### src/rtl/mod_147_14_multi.sv
// Multi-channel link monitor: per-channel DOWN/PENDING/UP/HOLD state machine with
// stabilise and hold timers, a saturating link-fail counter, and all/any-up summary flags.
module mod_147_14_multi #(
  parameter int NUM_CH        = 4,
  parameter int STABLE_CYCLES = 8,
  parameter int HOLD_CYCLES   = 3,
  parameter int TIMER_W       = 16,
  parameter int CNT_W         = 8
) (
  input  logic                    clk,
  input  logic                    pma_reset,
  input  logic [NUM_CH-1:0]       link_control,
  input  logic [NUM_CH-1:0]       pcs_status,
  input  logic [NUM_CH-1:0]       loc_rcv_status,
  input  logic                    fail_count_clr,
  output logic [2*NUM_CH-1:0]     mod_147_14_state,
  output logic [NUM_CH-1:0]       link_status,
  output logic [NUM_CH*CNT_W-1:0] link_fail_count,
  output logic                    all_link_ok,
  output logic                    any_link_ok
);

  typedef enum logic [1:0] {
    LINK_DOWN    = 2'b00,
    LINK_PENDING = 2'b01,
    LINK_UP      = 2'b10,
    LINK_HOLD    = 2'b11
  } state_e;

  // Terminal timer values; a zero cycle count bypasses the timed state entirely.
  localparam logic [TIMER_W-1:0] STABLE_LAST = TIMER_W'((STABLE_CYCLES > 0) ? STABLE_CYCLES - 1 : 0);
  localparam logic [TIMER_W-1:0] HOLD_LAST   = TIMER_W'((HOLD_CYCLES > 0) ? HOLD_CYCLES - 1 : 0);
  localparam logic [CNT_W-1:0]   CNT_MAX     = {CNT_W{1'b1}};

  state_e               state_q  [NUM_CH];
  state_e               state_d  [NUM_CH];
  logic [TIMER_W-1:0]   timer_q  [NUM_CH];
  logic [TIMER_W-1:0]   timer_d  [NUM_CH];
  logic [CNT_W-1:0]     cnt_q    [NUM_CH];
  logic [CNT_W-1:0]     cnt_d    [NUM_CH];
  logic [NUM_CH-1:0]    status_q;
  logic [NUM_CH-1:0]    status_d;
  logic [NUM_CH-1:0]    good_s;

  assign good_s = ~pcs_status & loc_rcv_status;

  always_comb begin
    status_d = {NUM_CH{1'b1}};
    for (int i = 0; i < NUM_CH; i++) begin
      logic fail_ev;
      fail_ev    = 1'b0;
      state_d[i] = state_q[i];
      timer_d[i] = timer_q[i];
      if (link_control[i]) begin
        state_d[i] = LINK_DOWN;
        timer_d[i] = '0;
      end else begin
        case (state_q[i])
          LINK_DOWN: begin
            if (good_s[i]) begin
              state_d[i] = (STABLE_CYCLES == 0) ? LINK_UP : LINK_PENDING;
              timer_d[i] = '0;
            end else begin
              state_d[i] = LINK_DOWN;
            end
          end
          LINK_PENDING: begin
            if (!good_s[i]) begin
              state_d[i] = LINK_DOWN;
              timer_d[i] = '0;
            end else if (timer_q[i] == STABLE_LAST) begin
              state_d[i] = LINK_UP;
              timer_d[i] = '0;
            end else begin
              timer_d[i] = timer_q[i] + TIMER_W'(1);
            end
          end
          LINK_UP: begin
            if (!good_s[i]) begin
              timer_d[i] = '0;
              if (HOLD_CYCLES == 0) begin
                state_d[i] = LINK_DOWN;
                fail_ev    = 1'b1;
              end else begin
                state_d[i] = LINK_HOLD;
              end
            end else begin
              state_d[i] = LINK_UP;
            end
          end
          LINK_HOLD: begin
            if (good_s[i]) begin
              state_d[i] = LINK_UP;
              timer_d[i] = '0;
            end else if (timer_q[i] == HOLD_LAST) begin
              state_d[i] = LINK_DOWN;
              timer_d[i] = '0;
              fail_ev    = 1'b1;
            end else begin
              timer_d[i] = timer_q[i] + TIMER_W'(1);
            end
          end
          default: begin
            state_d[i] = LINK_DOWN;
            timer_d[i] = '0;
          end
        endcase
      end

      status_d[i] = ((state_d[i] == LINK_UP) || (state_d[i] == LINK_HOLD)) ? 1'b0 : 1'b1;

      // A clear coinciding with a failure leaves 1 so that failure is still recorded.
      if (fail_count_clr) begin
        cnt_d[i] = fail_ev ? CNT_W'(1) : '0;
      end else if (fail_ev && (cnt_q[i] != CNT_MAX)) begin
        cnt_d[i] = cnt_q[i] + CNT_W'(1);
      end else begin
        cnt_d[i] = cnt_q[i];
      end
    end
  end

  always_ff @(posedge clk or posedge pma_reset) begin
    if (pma_reset) begin
      status_q <= {NUM_CH{1'b1}};
      for (int i = 0; i < NUM_CH; i++) begin
        state_q[i] <= LINK_DOWN;
        timer_q[i] <= '0;
        cnt_q[i]   <= '0;
      end
    end else begin
      status_q <= status_d;
      for (int i = 0; i < NUM_CH; i++) begin
        state_q[i] <= state_d[i];
        timer_q[i] <= timer_d[i];
        cnt_q[i]   <= cnt_d[i];
      end
    end
  end

  for (genvar g = 0; g < NUM_CH; g++) begin : g_pack
    assign mod_147_14_state[2*g+1:2*g]        = state_q[g];
    assign link_fail_count[CNT_W*(g+1)-1:CNT_W*g] = cnt_q[g];
  end

  assign link_status = status_q;
  assign all_link_ok = ~|status_q;
  assign any_link_ok = ~&status_q;

endmodule

### config.mk
export PLATFORM = sky130hd
export DESIGN_NAME = mod_147_14_multi
export DESIGN_NICKNAME = d
export VERILOG_FILES = /design/src/rtl/mod_147_14_multi.sv
export SDC_FILE = /design/constraint.sdc
export NUM_CORES = 1
export LEC_CHECK = 0
export ABC_AREA = 0
export ABC_CLOCK_PERIOD_IN_PS = 4000
export BUFFER_PORTS_ARGS = -buffer_cell sky130_fd_sc_hd__buf_2
export CORE_ASPECT_RATIO = 0.8
export CORE_MARGIN = 2
export CORE_UTILIZATION = 50
export CTS_BUF_LIST = sky130_fd_sc_hd__clkbuf_8
export CTS_CLUSTER_DIAMETER = 200
export DETAILED_ROUTE_END_ITERATION = 7
export GPL_ROUTABILITY_DRIVEN = 0
export PLACE_DENSITY = 0.78
export SYNTH_ARGS = -nofsm -noshare
export SYNTH_HDL_FRONTEND = slang
export SYNTH_SLANG_ARGS = --single-unit
### constraint.sdc
create_clock -name clk -period 4 [get_ports clk]
set_input_delay 0.8 -clock clk [delete_from_list [all_inputs] [get_ports clk]]
set_output_delay 0.8 -clock clk [all_outputs]
set_load 0.03 [all_outputs]
Word level (Yosys, flattened, before mapping)
Index checks and enable logic that the tools add are counted.
{"block": "totals", "register_bits": 108, "latch_bits": 0, "mem_bits_rw": 0, "romBits": 0, "inputBits": 15, "out_inout_bits": 46, "elab_cells": 183, "n_memories": 0}
{"block": "classes", "add_sub_neg": 8, "mul": 0, "div_mod_pow": 0, "order_cmp": 0, "n_eq_ne": 40, "n_shift": 0, "muxes": 96, "bitwise": 2, "n_reduce_logical": 24}
{"op": "2-to-1 mux 16 bit", "count": 28}
{"op": "one-hot mux 16 bit (4 select lines)", "count": 4}
{"op": "adder 16 x 1 -> 16 bit, second input constant", "count": 4}
{"op": "equality test 16 x 2 -> 1 bit, second input constant", "count": 4}
{"op": "equality test 16 x 3 -> 1 bit, second input constant", "count": 4}
{"op": "2-to-1 mux 8 bit", "count": 8}
{"op": "2-to-1 mux 2 bit", "count": 20}
{"op": "adder 8 x 1 -> 8 bit, second input constant", "count": 4}
{"op": "equality test 2 bit, second input constant", "count": 16}
{"op": "2-to-1 mux 1 bit", "count": 32}
{"op": "inequality test 8 bit, second input constant", "count": 4}
{"op": "one-hot mux 2 bit (4 select lines)", "count": 4}
{"op": "inequality test 3 bit, second input constant", "count": 8}
{"op": "equality test 2 x 1 -> 1 bit, second input constant", "count": 4}
{"op": "zero test 2 bit", "count": 4}
{"op": "AND reduction 2 bit", "count": 4}
{"op": "nonzero test 2 bit", "count": 4}
{"op": "AND 4 bit", "count": 1}
{"op": "logical AND 1 bit", "count": 4}
{"op": "logical OR 1 bit", "count": 4}
{"op": "inverter 4 bit", "count": 1}
{"op": "AND reduction 4 bit", "count": 1}
{"op": "OR reduction 4 bit", "count": 1}
{"op": "zero test 1 bit", "count": 2}

Logic depth before layout (Yosys ltp)
Gate-level depths: netlist of run 1.
{"block": "logic_depth", "word_depth": 8, "mapped_depth": 9, "ltp_nobuf": 7}

Worst setup path after synthesis of run 1
No wires, ideal clock.
{"block": "synth_path", "kind": "input -> register", "start": "input pcs_status[1]", "end": "register timer_q[38] (netlist name)", "setup_ns": 0.082, "t_arrival_ns": 2.410, "required_time_ns": 3.918, "path_slack_ns": 1.509, "cell_stages": 7, "path_buffers": 2, "path_cell_list": "nand2b_1 > buf_2 > or4b_2 > o22ai_1 > buf_2 > o21ai_0 > a31oi_1"}
{"block": "synth_via", "elab_chain_cells": 5, "word_cells_on_any_way": 9, "classes_between": "eq/ne: 2; mux: 4; bitwise: 2; reduce/logical: 1"}
{"element": "from (decl)", "line_no": "13", "source": "input logic [NUM_CH-1:0] pcs_status,"}
{"element": "inverter 4 bit *", "line_no": "45", "source": "assign good_s = ~pcs_status & loc_rcv_status;"}
{"element": "AND 4 bit *", "line_no": "45"}
{"element": "2-to-1 mux 16 bit, on equally long branches", "line_no": "92, 68"}
{"element": "one-hot mux 16 bit (4 select lines)", "line_no": "58", "source": "case (state_q[i])"}
{"element": "2-to-1 mux 16 bit", "line_no": "54", "source": "if (link_control[i]) begin"}
{"element": "to (signal, indexed assignment)", "line_no": "135", "source": "timer_q[i] <= timer_d[i];"}
{"element": "to (decl)", "line_no": "37", "source": "logic [TIMER_W-1:0] timer_q [NUM_CH];"}
Mark *: on every way between the ends. The rest lies on a longest branch, timed or not.
A chain may end at the register's enable or synchronous reset.

Worst setup path in the final report of run 1
Same ends and word-level chain as after synthesis.

==> metrics.cfg, run 1 <==
[logic_synthesis]
netlist_area_um2 = 6270
synth-main-ff-cell = dfrtp_1
synth-edff-count = 0
yosysSeqAreaShare = 0.432
yosysWarnings = 0
syn_area_per_cell_um2 = 9.24
ys_types = 59
synth_nets = 706
netlist_instances = 679
async_flop_share = 1.00
yosys_register_bits = 108

[min_path]
hp-class = reg2reg

[sta]
drv_slew = 0
hold_viol = 0
tightest_slew_ps = 1000
period_needed_ps = 2790
clock_skew_ps = 14.8
slew_headroom = 0.332
fmax_ghz = 0.359
rsz0062_at_grt = no
finalSetupTns_ps = 0
setup_viol = 0
fin_crit_sh = 0.697

[worst_setup_path]
critPathKind = in2reg
cp-start-kind = primary input
cp_max_fo = 13
crit_required_ps = 4300
cp-end-kind = register
cp_data_arrival_time_ps = 3080

[drt]
drcViolationCount = 0
vias = 5395
ant_nets = 0
vias_per_cell = 6.01
wire_per_inst_um = 15.5
wl_mm = 13.9
dr.pass1.iters = 5
drtIter0Drc = 460

[layout]
nNetsFinal = 749
mostFrequentLayoutCell = dfrtp_1
final_cell_mix = 104 x dfrtp_1, 78 x nor2_1, 60 x buf_2
drive_gt1_frac = 0.147
nFillCells = 1074
final_cells = 898
antenna-diode-count = 0
syn_to_final_growth_pct = 10.7

[floorplanning]
pin_count = 61
core_um2 = 12200
die_x_um = 129
dieArea_um2 = 13500
start_util = 0.514
rows = 36
fp.dieH_um = 104

[clock_network]
numCtsBuffers = 9
cts_sinks = 108
cts_resized = 0
cts_setup_buffers = 0
cts_tree = done
clk_pin_slew_worst_paths_ps = 100
clockRootBuffer = clkbuf_8
hold_buffers = 0
clk_path_buf_depth = 2
htreeDepth = 3
clkLatencyLatePin_ps = 380

[pwr]
power.density_nw_per_um2 = 291
vdd_ir_drop_max_mv = 0.144
leakage_nw = 2.83
total_power_mw = 2.02

[global_routing]
grt-ovfl-total = 0
grt_use_total = 0.213
first_global_vias = 4989
grt_start_max_net_pins = 75
antenna_found_initial = 0
grt_pass1_wl_mm = 23.7

[placement]
hpwlAfterDp_mm = 9.59
io_buffers = 60
placed_cells = 882

[run_status]
status = finished clean

[job]
cap_violations = 0

## worst max-delay path: stages
cell and delay (ps):
buf_2 90, nand2b_1 290, or4b_2 690, o22ai_1 780, o21ai_0 200, a31oi_1 220
## through the flow
stage	instance area, um^2	util	hold slack (ps)	worst slack [ps]
floorplan	6270	-	493	361
global placement	6700	0.549	523	987
detailed placement	6700	0.549	532	885
CTS	6940	0.569	549	1260
global route	6940	0.569	565	1040
finish	6940	0.569	552	1210
## where the power goes
part | internal [mW] | total, mW | switching (mW)
logic | 0.0306 | 0.117 | 0.0864
registers | 1.10 | 1.11 | 0.00981
clock network | 0.415 | 0.800 | 0.385
total | 1.54 | 2.02 | 0.482
## synthesized netlist by cell type, types with 11 or more instances
cell       count  area (um^2)
nor4_1        15         93.8
or3_1         15         93.8
nand4_1       20          125
o2111ai_1     17          149
nand2_1       30          113
nor3_1        22          110
and3_1        12         75.1
xnor2_1       15          131
xor2_1        32          280
inv_1         17         63.8
nor2b_1       12         75.1
a31oi_1       15         93.8
and4_1        11         96.3
o211ai_1      12         90.1
a21oi_1       36          180
o21ai_0       35          175
nand2b_1      14         87.6
dfrtp_1      104         2600
nand3_1       25          125
nor2_1        78          293
clkbuf_1      27          101
ha_1          12          150
## final cells by class
type | instances | area [um^2] | area share
multi-input cells | 520 | 3370 | 0.485
inverters | 17 | 66.3 | 0.00955
repair buffers | 66 | 345 | 0.0497
flip-flops and latches | 108 | 2710 | 0.390
clock buffers | 9 | 124 | 0.0178
well taps | 171 | 214 | 0.0308
clock inverters | 7 | 115 | 0.0166
## final timing paths
kind	depth (start not counted)	to	slack [ps]	start
max	6	timer_q[38]	1210	pcs_status[1]
min	1	timer_q[53]	550	timer_q[53]
max reg2reg	4	timer_q[38]	1370	mod_147_14_state[2]
min reg2reg	1	timer_q[53]	550	timer_q[53]
max in group asynchronous	3	link_status[3]	2550	pma_reset
min in group asynchronous	2	link_fail_count[1]	590	pma_reset
## layer usage
layer / global-route usage / up-vias / wire length (um)
li1: - / 2620 / -
met1: 0.306 / 2626 / 6760
met2: 0.330 / 136 / 6460
met3: 0.0391 / 13 / 551
met4: 0.0567 / 0 / 149
met5: 0 / - / 0
## flip-flops by register name, indices dropped and copies added, names as in the netlist
name,cells
timer_q,64
link_fail_count,32
mod_147_14_state,8
link_status,4
## kinds of logic (layout without fill, tap and decap cells)
logic type | Yosys count | in the layout | synth area share
buf+inv | 51 | 99 | 0.0313
mux | 9 | 9 | 0.0154
compound gates | 150 | 150 | 0.154
fa+ha+maj | 12 | 12 | 0.0239
simple gates | 302 | 302 | 0.278
xor+xnor | 47 | 47 | 0.0656
flops | 108 | 108 | 0.432
No activity file was read; power rests on OpenSTA's default activity.
==> run 2: changes to the inputs <==
Settings changed: ABC_AREA 0 to 1, ABC_CLOCK_PERIOD_IN_PS 4000 to 2600.
Clock period 4 ns to 2.6 ns, I/O delays scaled along.
==> run 2 against run 1 <==
Compared with the run above: register-to-register slack got worse by 560 ps; routed wire length up 6.0%; clock power rose by 30%; critical path depth shrank 4; setup slack worse by 520 ps; global-route usage decreased by 0.069 points; count of clock-buffer cells in the layout up 1; sequential power rose by 53%; highest routed layer unchanged.
==> metrics.cfg, run 2 <==
[global_routing]
grt_start_max_net_pins = 51  ; was 75
grt_pass1_wl_mm = 24.9  ; was 23.7 mm
grt-ovfl-total = 0  ; unchanged
first_global_vias = 5493  ; was 4,989
grt_use_total = 0.212  ; was 0.213
antenna_found_initial = 0  ; unchanged

[worst_setup_path]
cp_data_arrival_time_ps = 1390  ; was 3080 ps
crit_path_cell_trace = nor4_1, buf_2  ; was buf_2, nand2b_1, or4b_2, o22ai_1, o21ai_0, a31oi_1
cpMaxStageDelayCell = dfstp_2  ; was o22ai_1
cp-end-kind = output port  ; was register
worst-r2r-setup-slack_ps = 810  ; was 1370 ps
crit_required_ps = 2080  ; was 4300 ps
cp_slowest_stage_delay_ps = 420  ; was 780 ps
cp-start-kind = register  ; was primary input
critPathKind = reg2out  ; was in2reg
cp_max_fo = 3  ; was 13

[floorplanning]
pin_count = 61  ; unchanged
dieArea_um2 = 14500  ; was 13,500 um^2
die_x_um = 134  ; was 129 um
start_util = 0.518  ; was 0.514
rows = 37  ; was 36
core_um2 = 13100  ; was 12,200 um^2
fp.dieH_um = 108  ; was 104 um

[sta]
setup_viol = 0  ; unchanged
slew_headroom = 0.637  ; was 0.332
clock_skew_ps = 18.7  ; was 14.8 ps
drv_slew = 0  ; unchanged
period_needed_ps = 1910
hold_viol = 0  ; unchanged
finalSetupTns_ps = 0  ; unchanged
fmax_ghz = 0.523
fin_crit_sh = 0.735
tightest_slew_ps = 543  ; was 1000 ps
rsz0062_at_grt = no  ; unchanged

[layout]
largest_register_ffs = 64  ; unchanged
antenna-diode-count = 0  ; unchanged
regMostFlops = timer_q  ; unchanged
drive_gt1_frac = 0.138  ; was 0.147
nFillCells = 1238  ; was 1,074
final_cells = 1181  ; was 898
nNetsFinal = 1028  ; was 749
mostFrequentLayoutCell = nand2_1  ; was dfrtp_1
utilization = 0.570  ; was 0.569
syn_to_final_growth_pct = 10.0  ; was 10.7%
final_cell_mix = 220 x nand2_1, 139 x nor2_1, 123 x nand3_1  ; was 104 x dfrtp_1, 78 x nor2_1, 60 x buf_2

[logic_synthesis]
yosysWarnings = 0  ; unchanged
synth_area_leaders = dfrtp_1 38%, nand2_1 12%, nand3_1 9.1%, nor2_1 7.7%, inv_1 6.3%  ; was dfrtp_1 41%, nor2_1 4.7%, xor2_1 4.5%, a21oi_1 2.9%, o21ai_0 2.8%
netlist_top_cells_count = 220 x nand2_1, 139 x nor2_1, 123 x nand3_1  ; was 104 x dfrtp_1, 78 x nor2_1, 36 x a21oi_1
netlist_area_um2 = 6770  ; was 6270 um^2
synth-compound-area-share = 0.0673  ; was 0.154
netlist_instances = 939  ; was 679
synth_nets = 966  ; was 706
ys_types = 44  ; was 59
async_flop_share = 1.00  ; unchanged
syn_area_per_cell_um2 = 7.21  ; was 9.24 um^2
synthSimpleGateAreaFrac = 0.385  ; was 0.278
synth_top_family_by_area = simple AND/OR/NAND/NOR gates  ; unchanged
synth-edff-count = 0  ; unchanged
yosys_register_bits = 108  ; unchanged
synth_adder_area_share = 0.0222  ; was 0.0239
synth_largest_area_cell = dfrtp_1  ; unchanged
yosysSeqAreaShare = 0.400  ; was 0.432
synth-main-ff-cell = dfrtp_1  ; unchanged
muxShareOfSynthArea = 0  ; was 0.0154
synth.most_common_cell = nand2_1  ; was dfrtp_1
synth_top_cell_area_share = 0.385  ; was 0.415
synth_xor_area_frac = 0.0427  ; was 0.0656

[clock_network]
numCtsBuffers = 9  ; unchanged
clkLatencyLatePin_ps = 390  ; was 380 ps
cts_resized = 0  ; unchanged
clk_path_buf_depth = 2  ; unchanged
htreeDepth = 3  ; unchanged
clk_pin_slew_worst_paths_ps = 90  ; was 100 ps
clockRootBuffer = clkbuf_8  ; unchanged
cts_setup_buffers = 0  ; unchanged
cts_tree = done  ; unchanged
hold_buffers = 0  ; unchanged
cts_sinks = 108  ; unchanged

[min_path]
hp-class = in2async  ; was reg2reg

[job]
cap_violations = 0  ; unchanged

[pwr]
netSwitchingFraction = 0.256  ; was 0.238
seqPwrFrac = 0.574  ; was 0.547
p_sw_mw = 0.759  ; was 0.482 mW
vdd_ir_drop_max_mv = 0.257  ; was 0.144 mV
intPower_mw = 2.21  ; was 1.54 mW
leakage_nw = 3.72  ; was 2.83 nW
power.density_nw_per_um2 = 398  ; was 291 nW/um^2
power_frac_comb = 0.077  ; was 0.058
p_clk_frac = 0.349  ; was 0.396

[placement]
hpwlAfterDp_mm = 11.1  ; was 9.59 mm
placed_cells = 1165  ; was 882
io_buffers = 60  ; unchanged

[drt]
ant_nets = 0  ; unchanged
drcViolationCount = 0  ; unchanged
dr.pass1.iters = 5  ; unchanged
drtIter0Drc = 456  ; was 460
wire_per_inst_um = 12.5  ; was 15.5 um
vias = 6125  ; was 5,395
vias_per_cell = 5.19  ; was 6.01
wl_mm = 14.8  ; was 13.9 mm

[run_status]
status = finished clean  ; unchanged

run 2: per-layer routing:
layer / GRT usage / share of wire
met1: 0.302 / 0.50
met2: 0.324 / 0.43
met3: 0.0408 / 0.045
met4: 0.0774 / 0.020
met5: 0 / 0
run 2: power by group through the flow:
| stage | registers [mW] | clock network [mW] | logic, mW |
|---|---|---|---|
| floorplan | 1.74 | 0 | 0.165 |
| global placement | 1.73 | 0 | 0.228 |
| detailed placement | 1.73 | 0 | 0.231 |
| CTS | 1.70 | 1.07 | 0.232 |
| global route | 1.70 | 1.14 | 0.257 |
| finish | 1.70 | 1.04 | 0.229 |
run 2: metrics by stage:
step                power (mW)  setup slack (ps)  hold slack [ps]  instance area (um^2)
floorplan                 1.91               654              481                  6770
global placement          1.96               666              510                  7250
global route              3.10               592              194                  7440
CTS                       3.01               664              170                  7440
detailed placement        1.97               632              538                  7250
finish                    2.97               688              174                  7440
run 2: cell families after synthesis:
logic type	count (synthesis)
AND/OR/NAND/NOR	571
flip-flops	108
adder cells (fa/ha/maj)	12
AO/OA/AOI/OAI	79
buffers and inverters	136
XOR/XNOR	33
run 2: cell type report:
type	count	area, um^2	area share
Clock buffer	10	138	0.0185
Clock inverter	6	55.1	0.00739
Inverter	122	462	0.0620
Multi-Input combinational cell	695	3500	0.470
Sequential cell	108	2710	0.364
Tap cell	175	219	0.0294
Timing Repair Buffer	65	363	0.0487
run 2: worst max-delay path, delay by kind of cell (launching register included):
| family | cells | cell delay, ps |
|---|---|---|
| flops | 1 | 420 |
| simple gates | 1 | 310 |
| buf+inv | 1 | 270 |
run 2: worst paths after layout:
path                                          start                   to  cells past startpoint
worst min register to register          timer_q[31]          timer_q[31]                      2
worst max register to register  mod_147_14_state[1]          timer_q[58]                      7
min in group clk                    link_control[2]  mod_147_14_state[5]                      2
worst max-delay path                 link_status[0]          all_link_ok                      2
worst min-delay path                      pma_reset  mod_147_14_state[0]                      2
max in group asynchronous                 pma_reset       link_status[0]                      3
